**src/rtl/aes_pkg.sv**
```systemverilog
// Shared AES core definitions: block size, byte type and the SubBytes
// sequencer state encoding.
package aes_pkg;

  localparam int AES_BLOCK_BYTES = 16;

  typedef logic [7:0] aes_byte_t;

  typedef enum logic [1:0] {
    IDLE  = 2'd0,
    LOAD  = 2'd1,
    SUB   = 2'd2,
    DRAIN = 2'd3
  } seq_state_e;

endpackage

```
**src/rtl/sub_bytes.sv**
```systemverilog
// Combinational FIPS-197 forward S-box, one byte in, one byte out.
// This is the only S-box in the core; the sequencer time-shares it.
module sub_bytes (
  input  logic [7:0] in_data,
  output logic [7:0] out_data
);

  // Row r, column c holds S(r*16 + c).
  localparam logic [7:0] SBOX [256] = '{
    8'h63, 8'h7c, 8'h77, 8'h7b, 8'hf2, 8'h6b, 8'h6f, 8'hc5, 8'h30, 8'h01, 8'h67, 8'h2b, 8'hfe, 8'hd7, 8'hab, 8'h76,
    8'hca, 8'h82, 8'hc9, 8'h7d, 8'hfa, 8'h59, 8'h47, 8'hf0, 8'had, 8'hd4, 8'ha2, 8'haf, 8'h9c, 8'ha4, 8'h72, 8'hc0,
    8'hb7, 8'hfd, 8'h93, 8'h26, 8'h36, 8'h3f, 8'hf7, 8'hcc, 8'h34, 8'ha5, 8'he5, 8'hf1, 8'h71, 8'hd8, 8'h31, 8'h15,
    8'h04, 8'hc7, 8'h23, 8'hc3, 8'h18, 8'h96, 8'h05, 8'h9a, 8'h07, 8'h12, 8'h80, 8'he2, 8'heb, 8'h27, 8'hb2, 8'h75,
    8'h09, 8'h83, 8'h2c, 8'h1a, 8'h1b, 8'h6e, 8'h5a, 8'ha0, 8'h52, 8'h3b, 8'hd6, 8'hb3, 8'h29, 8'he3, 8'h2f, 8'h84,
    8'h53, 8'hd1, 8'h00, 8'hed, 8'h20, 8'hfc, 8'hb1, 8'h5b, 8'h6a, 8'hcb, 8'hbe, 8'h39, 8'h4a, 8'h4c, 8'h58, 8'hcf,
    8'hd0, 8'hef, 8'haa, 8'hfb, 8'h43, 8'h4d, 8'h33, 8'h85, 8'h45, 8'hf9, 8'h02, 8'h7f, 8'h50, 8'h3c, 8'h9f, 8'ha8,
    8'h51, 8'ha3, 8'h40, 8'h8f, 8'h92, 8'h9d, 8'h38, 8'hf5, 8'hbc, 8'hb6, 8'hda, 8'h21, 8'h10, 8'hff, 8'hf3, 8'hd2,
    8'hcd, 8'h0c, 8'h13, 8'hec, 8'h5f, 8'h97, 8'h44, 8'h17, 8'hc4, 8'ha7, 8'h7e, 8'h3d, 8'h64, 8'h5d, 8'h19, 8'h73,
    8'h60, 8'h81, 8'h4f, 8'hdc, 8'h22, 8'h2a, 8'h90, 8'h88, 8'h46, 8'hee, 8'hb8, 8'h14, 8'hde, 8'h5e, 8'h0b, 8'hdb,
    8'he0, 8'h32, 8'h3a, 8'h0a, 8'h49, 8'h06, 8'h24, 8'h5c, 8'hc2, 8'hd3, 8'hac, 8'h62, 8'h91, 8'h95, 8'he4, 8'h79,
    8'he7, 8'hc8, 8'h37, 8'h6d, 8'h8d, 8'hd5, 8'h4e, 8'ha9, 8'h6c, 8'h56, 8'hf4, 8'hea, 8'h65, 8'h7a, 8'hae, 8'h08,
    8'hba, 8'h78, 8'h25, 8'h2e, 8'h1c, 8'ha6, 8'hb4, 8'hc6, 8'he8, 8'hdd, 8'h74, 8'h1f, 8'h4b, 8'hbd, 8'h8b, 8'h8a,
    8'h70, 8'h3e, 8'hb5, 8'h66, 8'h48, 8'h03, 8'hf6, 8'h0e, 8'h61, 8'h35, 8'h57, 8'hb9, 8'h86, 8'hc1, 8'h1d, 8'h9e,
    8'he1, 8'hf8, 8'h98, 8'h11, 8'h69, 8'hd9, 8'h8e, 8'h94, 8'h9b, 8'h1e, 8'h87, 8'he9, 8'hce, 8'h55, 8'h28, 8'hdf,
    8'h8c, 8'ha1, 8'h89, 8'h0d, 8'hbf, 8'he6, 8'h42, 8'h68, 8'h41, 8'h99, 8'h2d, 8'h0f, 8'hb0, 8'h54, 8'hbb, 8'h16
  };

  assign out_data = SBOX[in_data];

endmodule

```
**src/rtl/aes_subbytes_seq.sv**
```systemverilog
// Byte-serial SubBytes stage: load a block, substitute it in place through
// the single shared S-box one byte per cycle, then stream it back out.
module aes_subbytes_seq
  import aes_pkg::*;
#(
  parameter  int NUM_BYTES = AES_BLOCK_BYTES,
  localparam int CNT_W     = $clog2(NUM_BYTES)
) (
  input  logic       clk,
  input  logic       rst_n,
  input  logic       soft_clr,
  input  logic       in_valid,
  output logic       in_ready,
  input  logic [7:0] in_data,
  output logic       out_valid,
  input  logic       out_ready,
  output logic [7:0] out_data,
  output logic       busy,
  output logic       done
);

  localparam logic [CNT_W-1:0] CNT_LAST = CNT_W'(NUM_BYTES - 1);
  localparam logic [CNT_W-1:0] CNT_ONE  = CNT_W'(1);

  seq_state_e       state_q, state_d;
  logic [CNT_W-1:0] cnt_q, cnt_d;
  logic             done_q, done_d;

  aes_byte_t        data_buf [NUM_BYTES];
  logic             buf_we;
  aes_byte_t        buf_wdata;
  aes_byte_t        sbox_in;
  aes_byte_t        sbox_out;
  logic             in_fire;
  logic             out_fire;

  // in_ready is also gated by rst_n so it reads 0 for the whole reset window.
  assign in_ready  = rst_n && ((state_q == IDLE) || (state_q == LOAD));
  assign out_valid = (state_q == DRAIN);
  assign busy      = (state_q != IDLE);
  assign done      = done_q;
  assign in_fire   = in_valid && in_ready;
  assign out_fire  = out_valid && out_ready;

  assign sbox_in   = data_buf[cnt_q];
  assign out_data  = out_valid ? data_buf[cnt_q] : 8'h00;

  sub_bytes u_sub_bytes (
    .in_data  (sbox_in),
    .out_data (sbox_out)
  );

  always_comb begin
    state_d   = state_q;
    cnt_d     = cnt_q;
    done_d    = 1'b0;
    buf_we    = 1'b0;
    buf_wdata = in_data;

    if (soft_clr) begin
      state_d = IDLE;
      cnt_d   = '0;
    end else begin
      unique case (state_q)
        IDLE: begin
          if (in_fire) begin
            buf_we  = 1'b1;
            cnt_d   = CNT_ONE;
            state_d = LOAD;
          end
        end
        LOAD: begin
          if (in_fire) begin
            buf_we = 1'b1;
            if (cnt_q == CNT_LAST) begin
              cnt_d   = '0;
              state_d = SUB;
            end else begin
              cnt_d = cnt_q + CNT_ONE;
            end
          end
        end
        SUB: begin
          // In-place substitution; the S-box reads the same slot it writes.
          buf_we    = 1'b1;
          buf_wdata = sbox_out;
          if (cnt_q == CNT_LAST) begin
            cnt_d   = '0;
            state_d = DRAIN;
          end else begin
            cnt_d = cnt_q + CNT_ONE;
          end
        end
        DRAIN: begin
          if (out_fire) begin
            if (cnt_q == CNT_LAST) begin
              cnt_d   = '0;
              state_d = IDLE;
              done_d  = 1'b1;
            end else begin
              cnt_d = cnt_q + CNT_ONE;
            end
          end
        end
        default: begin
          state_d = IDLE;
          cnt_d   = '0;
        end
      endcase
    end
  end

  always_ff @(posedge clk or negedge rst_n) begin
    if (!rst_n) begin
      state_q <= IDLE;
      cnt_q   <= '0;
      done_q  <= 1'b0;
    end else begin
      state_q <= state_d;
      cnt_q   <= cnt_d;
      done_q  <= done_d;
    end
  end

  // Block storage carries no reset; its contents are meaningless until loaded.
  always_ff @(posedge clk) begin
    if (buf_we) begin
      data_buf[cnt_q] <= buf_wdata;
    end
  end

endmodule

```
**config.mk**
```make
export PLATFORM = sky130hd
export DESIGN_NAME = aes_subbytes_seq
export DESIGN_NICKNAME = d
export VERILOG_FILES = /design/src/rtl/aes_pkg.sv /design/src/rtl/sub_bytes.sv /design/src/rtl/aes_subbytes_seq.sv
export SDC_FILE = /design/constraint.sdc
export NUM_CORES = 1
export LEC_CHECK = 0
export ABC_CLOCK_PERIOD_IN_PS = 4100
export BUFFER_PORTS_ARGS = -buffer_cell sky130_fd_sc_hd__buf_2
export CORE_MARGIN = 2
export CORE_UTILIZATION = 30
export DETAILED_ROUTE_END_ITERATION = 12
export PLACE_DENSITY = 0.47
export SYNTH_ARGS = -nofsm -noshare
export SYNTH_HDL_FRONTEND = slang
export SYNTH_SLANG_ARGS = --single-unit
```
**constraint.sdc**
```tcl
create_clock -name clk -period 4.1 [get_ports clk]
set_input_delay 0.41 -clock clk [delete_from_list [all_inputs] [get_ports clk]]
set_output_delay 0.41 -clock clk [all_outputs]
set_load 0.05 [all_outputs]
```
==> results of run 1 <==
-- worst max-delay path, cell delays in order (launching register included) --
cell and delay, ns:
dfrtp_2 0.47, buf_12 0.15, buf_4 0.13, mux4_2 0.34
a22oi_2 0.06, and2_4 0.16, clkinv_2 0.06, buf_4 0.11
ha_2 0.23, inv_1 0.13, or3_1 0.40, a311oi_2 0.39
a31oi_1 0.07, buf_4 0.15, o32ai_2 0.17, nor3_2 0.12
buf_4 0.14, a221o_1 0.33, buf_12 0.17
-- through the flow --
step	setup WS [ns]	hold slack (ns)
2_1_floorplan	0.02842	0.1144
3_3_place_gp	-0.4313	0.2827
3_5_place_dp	-0.4073	0.2854
4_1_cts	0.01233	0.2857
5_1_grt	-0.006410	0.3206
6_report	0.06233	0.3097
-- final timing paths --
path / start / to / slack, ns
worst max-delay path: cnt_q[0]$_DFFE_PN0P_ / data_buf[11][0]$_DFFE_PP_ / 0.06
worst max register to register: cnt_q[0]$_DFFE_PN0P_ / data_buf[11][0]$_DFFE_PP_ / 0.06
max in group asynchronous: rst_n / cnt_q[0]$_DFFE_PN0P_ / 3.50
min in group asynchronous: rst_n / cnt_q[2]$_DFFE_PN0P_ / 0.38
worst min register to register: state_q[0]$_DFFE_PN0P_ / state_q[0]$_DFFE_PN0P_ / 0.61
worst min-delay path: out_ready / done$_DFF_PN0_ / 0.31
-- cells in the mapped netlist (7+ instances only) --
library cell,n,area share
a21oi_1,46,0.026
nand3_1,22,0.013
o211ai_1,16,0.014
inv_1,17,0.0073
or3_1,7,0.0050
nand2_1,59,0.025
nor2_1,66,0.028
buf_2,28,0.016
mux4_2,29,0.075
dfrtp_1,7,0.020
edfxtp_1,128,0.44
a211oi_1,12,0.010
clkbuf_1,31,0.013
and2_1,9,0.0065
o21ai_0,64,0.037
nor3_1,44,0.025
ha_1,23,0.033
a31oi_1,10,0.0072
o311ai_0,19,0.019
o32ai_1,7,0.0070
-- registers in the layout, summed over array words and instances (netlist names) --
| register | count |
|---|---|
| cnt_q | 4 |
| done | 1 |
| state_q | 2 |
| data_buf | 128 |
-- power by group --
group          leakage (µW)  switching, µW  internal [µW]  total (µW)
Clock              0.000291            597            910        1510
Combinational       0.00271           3660           2570        6230
Sequential          0.00125           26.4           1600        1620
Total               0.00424           4280           5080        9360
-- per-layer routing --
layer,vias to the layer above,global-route usage
li1,3607,-
met1,4064,0.3055
met2,521,0.3899
met3,152,0.04221
met4,0,0.1338
met5,-,0
-- cells by family (layout without fill, tap and decap cells) --
family,after synthesis,in the layout,share of synthesized area
xor+xnor,3,3,0.003017
buf+inv,94,296,0.05156
simple gates,243,243,0.1310
compound gates,275,275,0.2229
fa+ha+maj,23,23,0.03304
mux,40,40,0.09710
flops,135,135,0.4614
-- area by class of cell --
type	instances	area, µm²
Inverter	21	82.58
Sequential cell	135	4020
Clock inverter	15	167.7
Tap cell	384	480.5
Timing Repair Buffer	243	2078
Fill cell	2765	16840
Clock buffer	17	425.4
Multi-Input combinational cell	584	4529
-- repair_timing --
| action | in CTS | in global routing |
|---|---|---|
| hold endpoints to repair | 7 | 0 |
| buffers inserted | 5 | 7 |
| setup endpoints to repair | 112 | 128 |
| pin swaps | 3 | 17 |
| resized for setup | 28 | 49 |
| hold buffers | 1 | 0 |
| gates cloned | 1 | 0 |
==> reports/results.ini, run 1 <==
[run_status]
outcome=completed

[floorplan]
dieArea_um2=30420
die_x_um=174.4
die_h_um=174.4
initial_utilization=0.3043
rows=62
core_area_um2=28630
boundaryPins=25

[grt]
grt_pass1_vias=8269
grtUsageTotal=0.2409
grt_max_degree=47
grt_pass1_wl_mm=54.10
gr-total-overflow=0
antenna_found_initial=0

[worst_hold_path]
hold_depth=3
hp-class=input port to flip-flop

[setup_path]
cp_max_fo=16
rr_worst_depth=18
criticalPathCategory=flip-flop to flip-flop
cp-end-kind=flip-flop
crit_required_ns=4.25
worst_setup_path_start_kind=flip-flop
crit_arrival_ns=4.19

[clock_tree]
cts_tree=done
insertion_delay_ns=0.41
htree_levels=4
numCtsBuffers=17
clk_pin_slew_ns=0.07
cts_sinks=135
clockRootBuffer=clkbuf_16
clock_path_buffers=2

[route]
ant_nets=0
wl_met2_mm=17.10
via_count=8344
wl_met1_mm=14.75
dr_wl_met3_mm=2.624
dr.first_iter.drc_count=1425
vias_per_cell=5.964
wl_per_cell_um=26.38
drt-total-wl_mm=36.91
routed.top_layer=met4
drtPass1Iterations=6
drc_errors=0

[sta]
setup_violations=0
fin_skew_ns=0.01262
hold_viol_final=0
fmax_mhz=247.7
finalCritPeriodShare=0.9848
slew_violations=0
tightestPinTransition_ns=1.045
slew_headroom=0.3009
post-route-min-period_ns=4.038
fin_setup_tns_ns=0

[placement]
port_buffers=24
gp_congestion=1.001
place_area_um2=10780
hpwl_mm=27.40
dp.cells=1353

[finish]
design_area_um2=11780
final_cell_mix=buf_4, edfxtp_1, o21ai_0, nor2_1, nand2_1
layout_commonest_cell=buf_4
nNetsFinal=1038
instances_no_fill=1399
syn2layout_area_growth_pct=35.28
drive_above_1_share=0.3754
fin_util=0.4117
antenna_cells=0

[yosys]
syn_inst=813
syn_area_um2=8711
ys_seq_area_frac=0.4614
synth-async-reset-ratio=0.05185
yosys_warnings=0
synth-edff-count=128
ys_seq_elements=135
ys.flop_type=edfxtp_1
ys_types=79
synthesis.nets=849
syn_area_per_cell_um2=10.71

[power]
p_leak_uw=0.004242
pwr_density_cell_nw_per_um2=794.4
p_total_uw=9361
vdd_drop_max_v=0.0003101

[run]
cap_violations=0

Power figures use the tool's default switching activity.
==> run 2: changes to the inputs <==
- ABC_CLOCK_PERIOD_IN_PS: 4100 -> 3300
- clock period: 4.1 -> 3.3 ns (I/O delays scaled with it)
==> reports/results.ini, run 2 (synthesis gave the netlist of run 1 again) <==
[sta]
fin_skew_ns=0.01228
setup_violations=131
slew_headroom=0.4381
slew_violations=0
tightestPinTransition_ns=0.8410
hold_viol_final=0
postLayoutSetupSlackWorst_ns=-0.7241
hold_slack_ns=0.2409
fmax_mhz=248.5
rsz0062_at_grt=yes
finalCritPeriodShare=1.219
post-route-min-period_ns=4.024

[finish]
syn2layout_area_growth_pct=49.41
nNetsFinal=1158
final_cell_mix=buf_4, edfxtp_1, nand2_1, nor2_1, o21ai_0
design_area_um2=13020
reg_top3=data_buf: 128 flops, cnt_q: 4 flops, state_q: 2 flops
drive_above_1_share=0.4687
max_flop_register=data_buf
antenna_cells=0
layout_commonest_cell=buf_4
largest_reg_flops=128
fin_util=0.4547

[floorplan]
initial_utilization=0.3043
die_x_um=174.4
core_area_um2=28630
rows=62
dieArea_um2=30420
die_h_um=174.4
boundaryPins=25

[setup_path]
worst_setup_path_start_kind=flip-flop
r2r_start=cnt_q[0]$_DFFE_PN0P_
crit_arrival_ns=4.16
criticalPathCategory=flip-flop to flip-flop
reg2reg_to=data_buf[14][0]$_DFFE_PP_
rr_worst_depth=17
cp-end-kind=flip-flop
cp_max_fo=8
crit_required_ns=3.43
rrSetupSlack_ns=-0.72

[clock_tree]
cts_sinks=135
clock_path_buffers=2
htree_levels=4
clockRootBuffer=clkbuf_16
cts_tree=done
insertion_delay_ns=0.42
clk_pin_slew_ns=0.06
numCtsBuffers=17

[worst_hold_path]
holdCritStartpoint=out_ready
hp-class=input port to flip-flop
holdPathEnd=done$_DFF_PN0_
hold_depth=3

[grt]
gr-total-overflow=0
grt.met3_usage=0.04856
grtUsageMet2=0.4357
grt_pass1_wl_mm=59.24
grt_max_degree=30
use_met1=0.3241
grt_pass1_vias=8893
antenna_found_initial=0
grtUsageTotal=0.2667
top_usage_layer=met2

[placement]
place_area_um2=11730
port_buffers=24
gp_congestion=0.9965
hpwl_mm=30.63

[run_status]
outcome=finished, violations left
violations=negative setup slack

[run]
cap_violations=0

[power]
p_leak_uw=0.004871
pwr_density_cell_nw_per_um2=1026
switching_share=0.4488
clock_power_share=0.144
combPwrFrac=0.705
sequentialPowerShare=0.151
switchingPower_uw=5990
internal_power_uw=7358
vdd_drop_max_v=0.0004537

[route]
drc_errors=0
dr.first_iter.drc_count=1238
ant_nets=0
via_count=8930
vias_per_cell=5.879
drt-total-wl_mm=41.13
wl_per_cell_um=27.08
drtPass1Iterations=5

## run 2: changes by cell type in the layout (fill, tap and decap cells not counted), moves of 5 or more
cell     change
o21ai_0      -9
o21ai_1      +5
nor2_2       +5
buf_4      +102
buf_8        +5
buf_6       +17
buf_12       -6
## run 2: layer usage
metal,vias up,routed length [µm],part of all wire
met5,-,0,0
met4,0,2728,0.066
met3,146,2865,0.070
met2,518,19380,0.47
met1,4410,16160,0.39
li1,3856,-,-
## run 2: power groups by stage
stage	sequential, µW	clock, µW	combinational, µW
6_report	2020	1920	9400
5_1_grt	2020	2030	9750
4_1_cts	2010	1950	8670
3_5_place_dp	2050	0	8210
3_3_place_gp	2050	0	8410
2_1_floorplan	2040	0	3880
## run 2: stage by stage
stage	worst slack (ns)	cells	power, µW	TNS, ns
CTS	-0.6733	1506	12640	-69.86
floorplan	-0.4326	813	5915	-42.17
global route	-0.8416	1519	13800	-94.40
detailed placement	-0.9742	1463	10260	-97.61
finish	-0.7241	1519	13350	-80.70
global placement	-1.079	1463	10460	-104.38
## run 2: repair_timing
item                       CTS  global route
hold endpoints to repair     7             0
resized for setup           70            51
gates cloned                 3             3
pin swaps                   14            32
setup endpoints to repair  131           131
setup buffers                7            11
hold buffers                 1             0
## run 2: worst max-delay path, cell delays in order (launching register included)
cell and delay, ns:
dfrtp_2 0.46, buf_12 0.16, buf_6 0.10, mux4_2 0.49, a22oi_2 0.21, and2_4 0.23
buf_6 0.13, clkinv_8 0.06, ha_4 0.18, inv_6 0.08, buf_12 0.09, nor2_4 0.05
buf_6 0.12, o21ai_4 0.13, o211ai_1 0.12, a22o_1 0.23, a311o_1 0.41, a221o_2 0.49
## run 2: how the worst max path moves through the flow
| stage | endpoint | start |
|---|---|---|
| 2_1_floorplan | data_buf[0][5]$_DFFE_PP_ | cnt_q[0]$_DFFE_PN0P_ |
| 3_3_place_gp | data_buf[12][7]$_DFFE_PP_ | cnt_q[0]$_DFFE_PN0P_ |
| 3_5_place_dp | data_buf[12][7]$_DFFE_PP_ | cnt_q[0]$_DFFE_PN0P_ |
| 4_1_cts | data_buf[4][7]$_DFFE_PP_ | cnt_q[0]$_DFFE_PN0P_ |
| 5_1_grt | data_buf[4][7]$_DFFE_PP_ | cnt_q[0]$_DFFE_PN0P_ |
| 6_report | data_buf[14][0]$_DFFE_PP_ | cnt_q[0]$_DFFE_PN0P_ |
## run 2: area by class of cell
cell class                      count  area [µm²]
Multi-Input combinational cell    587        4782
Inverter                           21       106.4
Clock buffer                       19       432.9
Tap cell                          384       480.5
Sequential cell                   135        4020
Timing Repair Buffer              360        3023
Clock inverter                     13       170.2
Fill cell                        2674       15610
==> run 3: changes to the inputs <==
==> constraint.sdc (replaced) <==
create_clock -name clk -period 3.3 [get_ports clk]
set_input_delay 0.33 -clock clk [delete_from_list [all_inputs] [get_ports clk]]
set_output_delay 0.33 -clock clk [all_outputs]
set_load 0.005 [all_outputs]
==> reports/results.ini, run 3 (synthesis gave the netlist of run 1 again) <==
[setup_path]
crit_path_frequent_cell=mux4_2
cp-end-kind=flip-flop
critPathMaxStageDelay_ns=0.61
crit_start=cnt_q[0]$_DFFE_PN0P_
r2r_start=cnt_q[0]$_DFFE_PN0P_
criticalPathCategory=flip-flop to flip-flop
crit_arrival_ns=4.15
path_cells=buf_12 > mux4_2 > mux4_2 > buf_8 > and2_1 > o21ai_1 > a31oi_1 > a22o_1 > a311o_1 > a221o_2
cp_top_family=compound AO/OA/AOI/OAI gates
worst_setup_path_start_kind=flip-flop
crit_required_ns=3.43
rrSetupSlack_ns=-0.72
reg2reg_to=data_buf[14][0]$_DFFE_PP_
crit_slowest_cell=mux4_2
cp_max_fo=26
rr_worst_depth=10
critPathBufInv=2

[worst_hold_path]
hold_depth=3
hp-class=input port to flip-flop
holdCritStartpoint=out_ready
holdPathEnd=done$_DFF_PN0_

[sta]
slew_headroom=0.4609
rsz0062_at_grt=yes
fmax_mhz=249.0
slew_violations=0
finalCritPeriodShare=1.217
post-route-min-period_ns=4.016
hold_viol_final=0
fin_skew_ns=0.01137
tightestPinTransition_ns=0.8070
postLayoutSetupSlackWorst_ns=-0.7158
setup_violations=130

[clock_tree]
cts_tree=done
cts_sinks=135
insertion_delay_ns=0.42
htree_levels=4
clk_pin_slew_ns=0.06
numCtsBuffers=17
clockRootBuffer=clkbuf_16
clock_path_buffers=2

[grt]
gr-total-overflow=0
grt_pass1_wl_mm=59.19
grtUsageTotal=0.2670
antenna_found_initial=0
grt_pass1_vias=8898
grt_max_degree=30

[run_status]
outcome=finished, violations left
violations=negative setup slack

[placement]
gp_congestion=0.9965
port_buffers=24
hpwl_mm=30.63
place_area_um2=11730

[finish]
drive_above_1_share=0.4724
syn2layout_area_growth_pct=50.20
max_flop_register=data_buf
final_cell_mix=buf_4, edfxtp_1, nand2_1, nor2_1, o21ai_0
fin_util=0.4571
reg_top3=data_buf: 128 flops, cnt_q: 4 flops, state_q: 2 flops
nNetsFinal=1166
antenna_cells=0
layout_commonest_cell=buf_4
design_area_um2=13080
largest_reg_flops=128

[route]
drc_errors=0
dr.first_iter.drc_count=1153
wl_per_cell_um=27.14
vias_per_cell=5.876
drtPass1Iterations=5
via_count=8973
drt-total-wl_mm=41.44
ant_nets=0

[power]
vdd_drop_max_v=0.0004540
pwr_density_cell_nw_per_um2=1025
p_total_uw=13410
p_leak_uw=0.004913

[run]
cap_violations=0

[floorplan]
die_h_um=174.4
core_area_um2=28630
dieArea_um2=30420
rows=62
boundaryPins=25
die_x_um=174.4
initial_utilization=0.3043

[run 3: worst max path at each step]
stage	end	slack (ns)	depth (start not counted)
6_report	data_buf[14][0]$_DFFE_PP_	-0.72	10
5_1_grt	data_buf[4][7]$_DFFE_PP_	-0.85	15
4_1_cts	data_buf[4][7]$_DFFE_PP_	-0.67	19
3_5_place_dp	data_buf[12][7]$_DFFE_PP_	-0.97	14
3_3_place_gp	data_buf[12][7]$_DFFE_PP_	-1.08	14
2_1_floorplan	data_buf[0][5]$_DFFE_PP_	-0.43	16
[run 3: what timing repair did]
action,in CTS,in global routing
setup buffers,7,18
endpoints found under the hold margin,7,0
pin swaps,13,28
cloned,3,3
resized for setup,64,55
endpoints found under the setup margin,129,131
hold buffers,1,0
[run 3: per-stage QoR]
stage               setup slack [ns]  TNS [ns]  cells  hold WS [ns]
finish                       -0.7158    -81.36   1527        0.2456
global route                 -0.8543    -94.95   1527        0.2244
CTS                          -0.6733    -69.96   1506        0.2162
detailed placement           -0.9742    -97.61   1463        0.2086
global placement              -1.079   -104.38   1463        0.2081
floorplan                    -0.4326    -42.17    813       0.03441
[run 3: where the power goes]
| part | internal (µW) | leakage (µW) | switching, µW |
|---|---|---|---|
| logic | 4250 | 0.00338 | 5230 |
| registers | 1980 | 0.00125 | 34.4 |
| clock network | 1200 | 0.000285 | 721 |
| total | 7430 | 0.00491 | 5980 |
[run 3: routing by layer]
metal | vias to the layer above | GRT usage | routed length [µm]
li1 | 3877 | - | -
met1 | 4389 | 0.3272 | 16130
met2 | 518 | 0.4319 | 19280
met3 | 189 | 0.04615 | 2893
met4 | 0 | 0.1789 | 3132
met5 | - | 0 | 0
[run 3: area by class of cell]
cell class	count	area, µm²
Timing Repair Buffer	368	3079
Inverter	21	106.4
Tap cell	384	480.5
Fill cell	2676	15540
Sequential cell	135	4020
Clock inverter	13	170.2
Clock buffer	19	432.9
Multi-Input combinational cell	587	4795
[run 3: tightest hold or removal path, delay by kind of cell]
family                 cells  cell delay (ns)
AND/OR/NAND/NOR            2             0.18
buffers and inverters      1             0.11
